**src/rtl/controle_mul_div.sv**
```systemverilog
// controle_mul_div: multi-cycle sequencer for the iterative multiplier / divider.
// Holds the pipeline with 'stall' while a shift-add multiply or a restoring
// signed divide iterates, then presents the result for one cycle with 'done'.
module controle_mul_div #(
    parameter int WIDTH = 32
) (
    input  logic             clk,
    input  logic             rst_n,
    input  logic             valid,
    input  logic [3:0]       ALUOp,
    input  logic             abort,
    input  logic [WIDTH-1:0] op_a,
    input  logic [WIDTH-1:0] op_b,
    output logic             stall,
    output logic             busy,
    output logic             done,
    output logic [WIDTH-1:0] result
);

    localparam int CW = $clog2(WIDTH) + 1;
    localparam logic [CW-1:0] LAST_ITER = CW'(WIDTH - 1);
    localparam logic [CW-1:0] ONE       = CW'(1);

    typedef enum logic [1:0] {IDLE, MUL, DIV, DONE} state_t;

    state_t state, next_state;

    logic [CW-1:0]    count;
    logic             sign_q;
    // reg_a: multiplicand (MUL) or dividend shifting into quotient (DIV)
    // reg_b: multiplier (MUL) or divisor magnitude (DIV)
    // acc:   product accumulator (MUL) or partial remainder (DIV)
    logic [WIDTH-1:0] reg_a;
    logic [WIDTH-1:0] reg_b;
    logic [WIDTH-1:0] acc;

    logic             is_mul;
    logic             is_div;
    logic             start;
    logic             last_iter;
    logic [WIDTH-1:0] abs_a;
    logic [WIDTH-1:0] abs_b;
    logic [WIDTH-1:0] mul_acc_next;
    logic [WIDTH:0]   rem_shift;
    logic             rem_fits;
    logic [WIDTH-1:0] rem_next;
    logic [WIDTH-1:0] quot_next;
    logic [WIDTH-1:0] quot_signed;

    // Decode the request and build one iteration's worth of datapath values
    always_comb begin
        is_mul       = (ALUOp == 4'b1001);
        is_div       = (ALUOp == 4'b1010);
        start        = valid && (state == IDLE) && (is_mul || is_div) && !abort;
        last_iter    = (count == LAST_ITER);
        abs_a        = op_a[WIDTH-1] ? -op_a : op_a;
        abs_b        = op_b[WIDTH-1] ? -op_b : op_b;
        mul_acc_next = acc + (reg_b[0] ? reg_a : '0);
        rem_shift    = {acc, reg_a[WIDTH-1]};
        rem_fits     = (rem_shift >= {1'b0, reg_b});
        rem_next     = rem_fits ? (rem_shift[WIDTH-1:0] - reg_b) : rem_shift[WIDTH-1:0];
        quot_next    = {reg_a[WIDTH-2:0], rem_fits};
        quot_signed  = sign_q ? -quot_next : quot_next;
    end

    // State register
    always_ff @(posedge clk or negedge rst_n) begin
        if (!rst_n) begin
            state <= IDLE;
        end else begin
            state <= next_state;
        end
    end

    // Next-state logic; abort wins over completion of the last iteration
    always_comb begin
        next_state = state;
        case (state)
            IDLE: begin
                if (start) begin
                    if (is_mul) begin
                        next_state = MUL;
                    end else if (op_b == '0) begin
                        next_state = DONE;
                    end else begin
                        next_state = DIV;
                    end
                end
            end
            MUL, DIV: begin
                if (abort) begin
                    next_state = IDLE;
                end else if (last_iter) begin
                    next_state = DONE;
                end
            end
            DONE: next_state = IDLE;
            default: next_state = IDLE;
        endcase
    end

    // Outputs; stall is masked while reset is asserted
    always_comb begin
        busy  = (state == MUL) || (state == DIV);
        done  = (state == DONE);
        stall = rst_n && (start || busy);
    end

    // Operand latching, per-cycle iteration and result capture on entry to DONE
    always_ff @(posedge clk or negedge rst_n) begin
        if (!rst_n) begin
            count  <= '0;
            sign_q <= 1'b0;
            reg_a  <= '0;
            reg_b  <= '0;
            acc    <= '0;
            result <= '0;
        end else if (start) begin
            count  <= '0;
            acc    <= '0;
            sign_q <= op_a[WIDTH-1] ^ op_b[WIDTH-1];
            reg_a  <= is_mul ? op_a : abs_a;
            reg_b  <= is_mul ? op_b : abs_b;
            if (is_div && (op_b == '0)) begin
                result <= '1;
            end
        end else begin
            case (state)
                MUL: begin
                    acc   <= mul_acc_next;
                    reg_a <= reg_a << 1;
                    reg_b <= reg_b >> 1;
                    count <= count + ONE;
                    if (!abort && last_iter) begin
                        result <= mul_acc_next;
                    end
                end
                DIV: begin
                    acc   <= rem_next;
                    reg_a <= quot_next;
                    count <= count + ONE;
                    if (!abort && last_iter) begin
                        result <= quot_signed;
                    end
                end
                default: ;
            endcase
        end
    end

endmodule

```
**config.mk**
```make
export PLATFORM = sky130hd
export DESIGN_NAME = controle_mul_div
export DESIGN_NICKNAME = d
export VERILOG_FILES = /design/src/rtl/controle_mul_div.sv
export SDC_FILE = /design/constraint.sdc
export NUM_CORES = 1
export LEC_CHECK = 0
export ABC_AREA = 1
export CORE_UTILIZATION = 40
export CTS_BUF_LIST = sky130_fd_sc_hd__clkbuf_16
export CTS_CLUSTER_DIAMETER = 120
export DETAILED_ROUTE_END_ITERATION = 16
export SLEW_MARGIN = 5
export SYNTH_ARGS = -nofsm -noshare
export SYNTH_HDL_FRONTEND = slang
export SYNTH_SLANG_ARGS = --single-unit
```
**constraint.sdc**
```tcl
create_clock -name clk -period 3 [get_ports clk]
set_input_delay 0.6 -clock clk [delete_from_list [all_inputs] [get_ports clk]]
set_output_delay 0.6 -clock clk [all_outputs]
set_load 0.02 [all_outputs]
```
## Word-level counts from Yosys, hierarchy flattened

Cells that the tools add are included.

| operators by class | value |
|---|---|
| bitwise gates (word level) | 1 |
| reductions and logical operators | 18 |
| equal/unequal tests | 11 |
| add/sub/neg operators | 6 |
| order comparisons | 1 |
| mux-type cells | 26 |

Operator list:

| operator | count |
|---|---|
| 32-bit two-way mux | 15 |
| 32-bit case mux with 2 select lines | 3 |
| 32-bit negation | 3 |
| 33-bit by 32-bit greater-or-equal comparator with 1-bit output | 1 |
| 32-bit adder | 1 |
| 32-bit logical NOT | 1 |
| 32-bit subtractor | 1 |
| 6-bit two-way mux | 2 |
| 4-bit equality test, second input constant | 2 |
| 2-bit two-way mux | 4 |
| 6-bit by 1-bit adder with 6-bit output, second input constant | 1 |
| 6-bit by 5-bit equality test with 1-bit output, second input constant | 1 |
| 1-bit logical AND | 6 |
| 3-bit by 2-bit != test with 1-bit output, second input constant | 2 |
| 2-bit case mux with 3 select lines | 1 |
| 2-bit equality test, second input constant | 2 |
| 4-bit AND reduction | 1 |
| 2-bit nonzero test | 2 |
| 1-bit logical OR | 3 |
| 3-bit by 1-bit != test with 1-bit output, second input constant | 1 |
| 3-bit nonzero test | 1 |
| 2-bit by 1-bit equality test with 1-bit output, second input constant | 1 |
| 2-bit logical NOT | 1 |
| 2-bit by 1-bit != test with 1-bit output, second input constant | 1 |
| other kinds (6) | 6 |

| word-level totals | value |
|---|---|
| flip-flop bits (word level) | 137 |
| logic and storage cells | 70 |
| input bits | 72 |
| output and inout bits | 35 |

## Logic depth before layout (Yosys ltp)

Gate-level depths: netlist of run 1.

| logic depth | value |
|---|---|
| depth after elaboration | 6 |
| depth in mapped cells | 27 |
| depth with buffers taken out | 26 |

## Least setup slack after synthesis of run 1

OpenSTA, ideal clock, no wires.

| timing path | value |
|---|---|
| kind | reg2reg |
| from | register acc[11] |
| to | register result[26] |
| period minus slack after synthesis | 3.267 ns |
| arrival time | 3.189 ns |
| library setup time | 0.078 ns |
| buffers on the path | 1 |
| path slack | -0.267 ns |
| stages on the path, launching flop included | 23 |
| data required time | 2.922 ns |
| cells stage by stage | dfrtp_1 ha_1 a21oi_1 nand2_1 a21oi_1 nand3_1 nand2_1 nand2_2 inv_2 buf_2 ha_1 nand3_1 nor2_1 nand2_1 inv_1 nand3_1 nand2_1 nand2_1 nor3_1 a21oi_1 o21ai_0 nand2_1 a21oi_1 |

| on the way | value |
|---|---|
| word-level cells in the longest chain between the ends | 6 |
| elaborated cells on any way between the ends | 8 |
| classes of those cells | 2 x add/sub; 1 x order compare; 5 x mux |

Ends and longest elaborated chain:

| item | RTL line | RTL |
|---|---|---|
| start, declared | 35 | `logic [WIDTH-1:0] acc;` |
| start signal, assigned | 130 | `acc <= mul_acc_next;` |
| start signal, assigned | 139 | `acc <= rem_next;` |
| 33-bit by 32-bit greater-or-equal comparator with 1-bit output | 60 | `rem_fits = (rem_shift >= {1'b0, reg_b});` |
| 32-bit negation | 63 | `quot_signed = sign_q ? -quot_next : quot_next;` |
| 32-bit two-way mux | 63 |  |
| 32-bit two-way mux | 142 | `if (!abort && last_iter) begin` |
| 32-bit case mux with 2 select lines * | 128 | `case (state)` |
| 32-bit two-way mux * | 118 | `end else if (start) begin` |
| end signal, assigned | 135 | `result <= mul_acc_next;` |
| end signal, assigned | 143 | `result <= quot_signed;` |
| end, declared | 17 | `output logic [WIDTH-1:0] result` |

Mark *: on every way between the ends. The rest lies on a longest branch, timed or not. The select of a mux whose other input is x is not followed.
A chain may end at the register's enable or synchronous reset.

## Worst setup path in the final report of run 1

| timing path | value |
|---|---|
| from | register acc[11] |
| to | register result[27] |

Same word-level chain as after synthesis.

==> flow_summary.json, run 1 <==
{
  "min_path_type": "in2async",
  "maxSlewHeadroom": 0.468,
  "ys_seq_elements": 137,
  "fin_crit_ns": 3.02,
  "synth.area.top_cells": "dfrtp_1 (26%), nand2_1 (15%), inv_1 (7.7%)",
  "synthTopCellsByCount": "nand2_1 (519), inv_1 (268), nor2_1 (213)",
  "p_leak_uw": 0.00881,
  "p_per_area_mw_per_mm2": 1280,
  "drv_slew": 0,
  "place_hpwl_mm": 40.8,
  "io_buffers": 106,
  "n_antenna_cell": 0,
  "rows": 65,
  "grt_overflow": 0,
  "ys_async_sr_fraction": 1.00,
  "crit_path_start_kind": "flip-flop",
  "finalSetupTns_ns": -0.0211,
  "postCtsHoldBufs": 0,
  "cp-end-kind": "flip-flop",
  "fp.dieArea_mm2": 0.0332,
  "syn_avg_cell_area_um2": 6.32,
  "pin_count": 107,
  "path_class": "reg2reg",
  "die_h_um": 182,
  "dp.cells": 2808,
  "drc": 0,
  "synth_cell_types": 49,
  "finalCritPeriodShare": 1.01,
  "yosysWarnings": 0,
  "fin_ws_ns": -0.0211,
  "drtIter0Drc": 1199,
  "cts_root_buf": "clkbuf_16",
  "clock.fmax_mhz": 331,
  "ys_seq_area_frac": 0.264,
  "die-width_um": 182,
  "tightest_slew_ns": 0.797,
  "grt_usage": 0.312,
  "netlist.area_leader.share": 0.264,
  "cts_tree": "built",
  "avgRoutedWirePerCell_um": 17.8,
  "rsz0062_at_grt": "yes",
  "fin_skew_ns": 0.0158,
  "drive_gt1_frac": 0.226,
  "max-cap-violations": 0,
  "worstPathArrival_ns": 3.39,
  "area_growth_pct": 40.9,
  "finalWirelength_mm": 51.2,
  "start_util": 0.409,
  "fin_cells": 2869,
  "clk_pin_slew_worst_paths_ns": 0.06,
  "critPathLaunch": "acc[11]$_DFFE_PN0N_",
  "ant_nets": 0,
  "core_area_mm2": 0.0318,
  "synthesis.area_mm2": 0.0130,
  "htreeDepth": 4,
  "vdd_drop_max_mv": 0.925,
  "grt_pass1_wl_mm": 80.2,
  "grt_pass1_vias": 14600,
  "synth_ff_type": "dfrtp_1",
  "violations": "setup timing",
  "pre_cts_ws_ns": -0.266,
  "outcome": "finished with violations",
  "hold_viol_final": 0,
  "drtPass1Iterations": 6,
  "grt_max_degree": 138,
  "vias_per_cell": 5.35,
  "cts_buffers": 17,
  "synth.net_count": 2202,
  "rr_startpoint": "acc[11]$_DFFE_PN0N_",
  "num_vias": 15300,
  "clock-sinks": 137,
  "worstSkewPairLatency_ns": 0.45,
  "cp.required_ns": 3.37,
  "syn_inst": 2055,
  "cts_buffer_depth": 2,
  "yosysTopAreaCell": "dfrtp_1",
  "cp_max_fo": 33,
  "synth_edf_count": 0,
  "antenna_found_initial": 1,
  "setup_viol": 1,
  "layout.nets": 2570,
  "place.gp.congestion": 0.972,
  "yosysMostFrequentCell": "nand2_1"
}
==> per-stage QoR <==
stage | total power, uW | util | hold slack [ns] | area (um^2)
after floorplan | 12200 | - | 0.304 | 13200
after global placement | 19200 | 0.525 | 0.471 | 16700
after detailed placement | 19300 | 0.525 | 0.490 | 16700
after global routing | 25200 | 0.576 | 0.333 | 18300
after CTS | 22000 | 0.550 | 0.316 | 17500
final | 23400 | 0.576 | 0.279 | 18300
==> logic make-up (layout without fill, tap and decap cells) <==
family,after synthesis,count (layout),synth area share
compound gates,449,449,0.197
xor+xnor,78,78,0.0526
fa+ha+maj,75,75,0.0734
buf+inv,341,720,0.0997
flops,137,137,0.264
simple gates,975,975,0.314
==> power by group <==
part	internal, uW	total [uW]	switching, uW
clock network	1190	2050	860
logic	7710	17900	10200
registers	2710	3430	723
==> path summary, 6_finish.rpt <==
path                                          endpoint  slack [ns]  depth (start not counted)
worst max-delay path            result[27]$_DFFE_PN0P_       -0.02                         17
worst min-delay path              reg_b[1]$_DFFE_PN0P_        0.28                          2
worst max register to register  result[27]$_DFFE_PN0P_       -0.02                         17
worst min register to register   result[8]$_DFFE_PN0P_        0.51                          2
max in group asynchronous          acc[21]$_DFFE_PN0N_        2.10                          2
min in group clk                 result[8]$_DFFE_PN0P_        0.51                          2
==> layout make-up <==
type,count,area [um^2]
fill,3152,13500
clock buffer,17,425
multi-input combinational,1577,9300
timing repair buffer,414,3460
clock inverter,13,115
sequential,137,3430
tap,435,544
inverter,276,1040
==> cells in the final DEF, fill, tap and decap left out, types with 5 or more instances in the layout <==
cell type / n
nor2_1: 197
o211ai_1: 13
o21ai_0: 171
clkdlybuf4s50_1: 104
o21ai_1: 20
nand3_1: 131
nand2_4: 6
nand2_1: 475
clkbuf_16: 17
nand4_1: 21
o221ai_1: 34
ha_4: 39
o22ai_1: 5
inv_2: 40
nand3_2: 7
nor4_1: 9
o21bai_1: 11
clkinv_1: 6
nand3b_1: 11
ha_2: 6
inv_1: 236
buf_4: 301
a21oi_2: 21
xnor2_1: 31
nor2_4: 5
nor2_2: 12
xor2_1: 47
ha_1: 28
nor3_1: 35
o21ai_2: 5
dfrtp_1: 134
a21o_1: 11
a31oi_1: 12
nand2_2: 39
a21oi_1: 118
o31ai_1: 6
buf_12: 6
or2_2: 8
==> flip-flops by register name (all words and copies together), names as in the netlist <==
| register | cells |
|---|---|
| acc | 32 |
| count | 6 |
| reg_a | 32 |
| state | 2 |
| result | 32 |
| sign_q | 1 |
| reg_b | 32 |
==> routing by layer <==
layer / GRT usage / routed length, um / up-vias
li1: - / - / 7551
met1: 0.427 / 23100 / 7256
met4: 0.0857 / 1220 / 0
met5: 0 / 0 / -
met2: 0.511 / 23500 / 476
met3: 0.0465 / 3340 / 64
==> critical path, stage by stage, from the launching register on <==
cell and delay [ns]:
dfrtp_1 0.44, ha_4 0.34, nand2_2 0.08, nor2_2 0.12, nand2_2 0.10, nor2_2 0.11
nand2_1 0.08, a21oi_2 0.19, nor2_4 0.09, nand2_4 0.08, buf_4 0.36, nor2_1 0.20
buf_4 0.17, nand3_1 0.10, nand3_1 0.08, nand3_1 0.18, nand2_1 0.09, a21oi_1 0.13
==> timing repair <==
action,in CTS,in global routing
pin swaps,6,43
resized for setup,40,178
endpoints found under the setup margin,26,46
setup buffers,9,23
Power figures use the tool's default switching activity.
==> run 2: changes to the inputs <==
Clock period 3 ns to 2.9 ns, I/O delays scaled along.
==> run 2 against run 1 <==
The flow still finishes with violations (setup timing). Via count up 1.4%. Sequential share of layout area down 0.67 points. Combinational power up 8%. Global-route usage up 0.91 points. Critical endpoint is now result[16]$_DFFE_PN0P_. Largest power group unchanged.
==> flow_summary.json, run 2 (synthesized netlist as in run 1, its figures left out) <==
{
  "vdd_drop_max_mv": 1.15,
  "fin_cells": 2915,
  "grt_usage": 0.321,
  "clock-sinks": 137,
  "vias_per_cell": 5.34,
  "drtIter0Drc": 1287,
  "drive_gt1_frac": 0.265,
  "maxUsedRoutingLayer": "met4",
  "layout.nets": 2614,
  "ant_nets": 0,
  "multi_input_area_mm2": 0.00956,
  "fp.dieArea_mm2": 0.0332,
  "drv_slew": 0,
  "cts_buffer_depth": 2,
  "met3_length_mm": 2.89,
  "fin_skew_ns": 0.0140,
  "place_hpwl_mm": 42.3,
  "finalSetupTns_ns": -0.384,
  "cp_max_fo": 4,
  "p_leak_uw": 0.00909,
  "drc": 0,
  "crit_path_start_kind": "flip-flop",
  "min_path_type": "in2async",
  "start_util": 0.409,
  "rr_startpoint": "acc[3]$_DFFE_PN0N_",
  "grt_pass1_wl_mm": 82.0,
  "n_antenna_cell": 0,
  "grt_overflow": 0,
  "nFillCells": 3121,
  "pre_cts_ws_ns": -0.428,
  "grt_pass1_vias": 15000,
  "fin_crit_ns": 2.99,
  "mostFrequentLayoutCell": "nand2_1",
  "pin_count": 107,
  "io_buffers": 106,
  "cts_tree": "built",
  "core_area_mm2": 0.0318,
  "place.gp.congestion": 0.998,
  "fin_ws_ns": -0.0855,
  "hold_viol_final": 0,
  "num_vias": 15600,
  "wl_met1_mm": 24.2,
  "p_per_area_mw_per_mm2": 1320,
  "path_class": "reg2reg",
  "final_cell_mix": "nand2_1 (458), buf_4 (335), inv_1 (232), nor2_1 (193), o21ai_0 (161)",
  "die_h_um": 182,
  "cp-end-kind": "flip-flop",
  "maxSlewHeadroom": 0.273,
  "tightest_slew_ns": 1.08,
  "rows": 65,
  "dr_wl_met2_mm": 24.4,
  "worstSkewPairLatency_ns": 0.46,
  "area_growth_pct": 46.0,
  "regArea_mm2": 0.00343,
  "finalWirelength_mm": 53.1,
  "clk_pin_slew_worst_paths_ns": 0.07,
  "finalCritPeriodShare": 1.03,
  "critPathLaunch": "acc[3]$_DFFE_PN0N_",
  "clock.fmax_mhz": 335,
  "max-cap-violations": 0,
  "cts_buffers": 17,
  "outcome": "finished with violations",
  "die-width_um": 182,
  "antenna_found_initial": 0,
  "drtPass1Iterations": 6,
  "dp.cells": 2856,
  "htreeDepth": 4,
  "cts_root_buf": "clkbuf_16",
  "grt_max_degree": 138,
  "violations": "setup timing",
  "avgRoutedWirePerCell_um": 18.2,
  "worstPathArrival_ns": 3.32,
  "cp.required_ns": 3.24,
  "rsz0062_at_grt": "yes",
  "setup_viol": 8
}
-- run 2: cell count changes in the layout (fill, tap and decap cells not counted), sizes merged --
cell	previous run	this run
buf	309	352
clkinvlp	2	5
bufinv	2	1
clkbuf	17	18
clkinv	7	6
dlygate4sd2	0	1
dlymetal6s2s	1	0
inv	278	279
-- run 2: power breakdown --
| part | leakage [uW] | switching (uW) | internal [uW] | total [uW] |
|---|---|---|---|---|
| combinational | 0.00712 | 11000 | 8430 | 19400 |
| sequential | 0.00170 | 704 | 2800 | 3500 |
| clock | 0.000269 | 974 | 1180 | 2150 |
| total | 0.00909 | 12600 | 12400 | 25000 |
-- run 2: timing repair --
action / in CTS / in global routing
gates cloned: 0 / 1
setup endpoints to repair: 42 / 55
hold buffers: 0 / 0
resized for setup: 59 / 229
setup buffers: 4 / 25
pin swaps: 11 / 56
-- run 2: per-layer routing --
layer  GRT usage  vias to the layer above
li1            -                     7651
met1       0.438                     7365
met2       0.519                      450
met3      0.0451                       89
met4       0.109                        0
met5           0                        -
-- run 2: worst paths after layout --
kind                                           to  slack (ns)  depth (start not counted)
min in group clk           result[24]$_DFFE_PN0P_        0.49                          2
max reg2reg                result[16]$_DFFE_PN0P_       -0.09                         23
min reg2reg                result[24]$_DFFE_PN0P_        0.49                          2
max                        result[16]$_DFFE_PN0P_       -0.09                         23
min                          count[1]$_DFFE_PN0N_        0.23                          2
max in group asynchronous  result[27]$_DFFE_PN0P_        2.04                          2
-- run 2: cell type report --
class | instances | area share
clock inverters | 15 | 0.00666
repair buffers | 458 | 0.203
clock buffers | 17 | 0.0224
well taps | 435 | 0.0287
inverters | 276 | 0.0549
multi-input cells | 1577 | 0.504
flip-flops and latches | 137 | 0.181
-- run 2: worst max-delay path, stage by stage, from the launching register on --
cell and delay (ns):
dfrtp_1 0.43, ha_4 0.33, nand2_8 0.06, buf_12 0.13, nor2_2 0.09, nand2_1 0.06, nor2_1 0.12, nand2_2 0.08
a21oi_4 0.17, nor2_4 0.08, nand2_4 0.08, inv_4 0.04, ha_4 0.16, nand3_4 0.10, nor2_4 0.05, nand2_2 0.10
inv_2 0.05, nand3_2 0.06, nand2_2 0.07, o21ai_0 0.16, a21oi_1 0.11, o21ai_1 0.09, nand2_1 0.06, o22a_1 0.18
-- run 2: per-stage QoR --
stage / hold WS [ns] / util / instance area, um^2 / total power, uW
3_5_place_dp: 0.478 / 0.541 / 17200 / 20700
3_3_place_gp: 0.466 / 0.541 / 17200 / 20600
6_report: 0.233 / 0.597 / 19000 / 25000
5_1_grt: 0.318 / 0.597 / 19000 / 27000
4_1_cts: 0.289 / 0.565 / 18000 / 23300
2_1_floorplan: 0.284 / - / 13300 / 12800
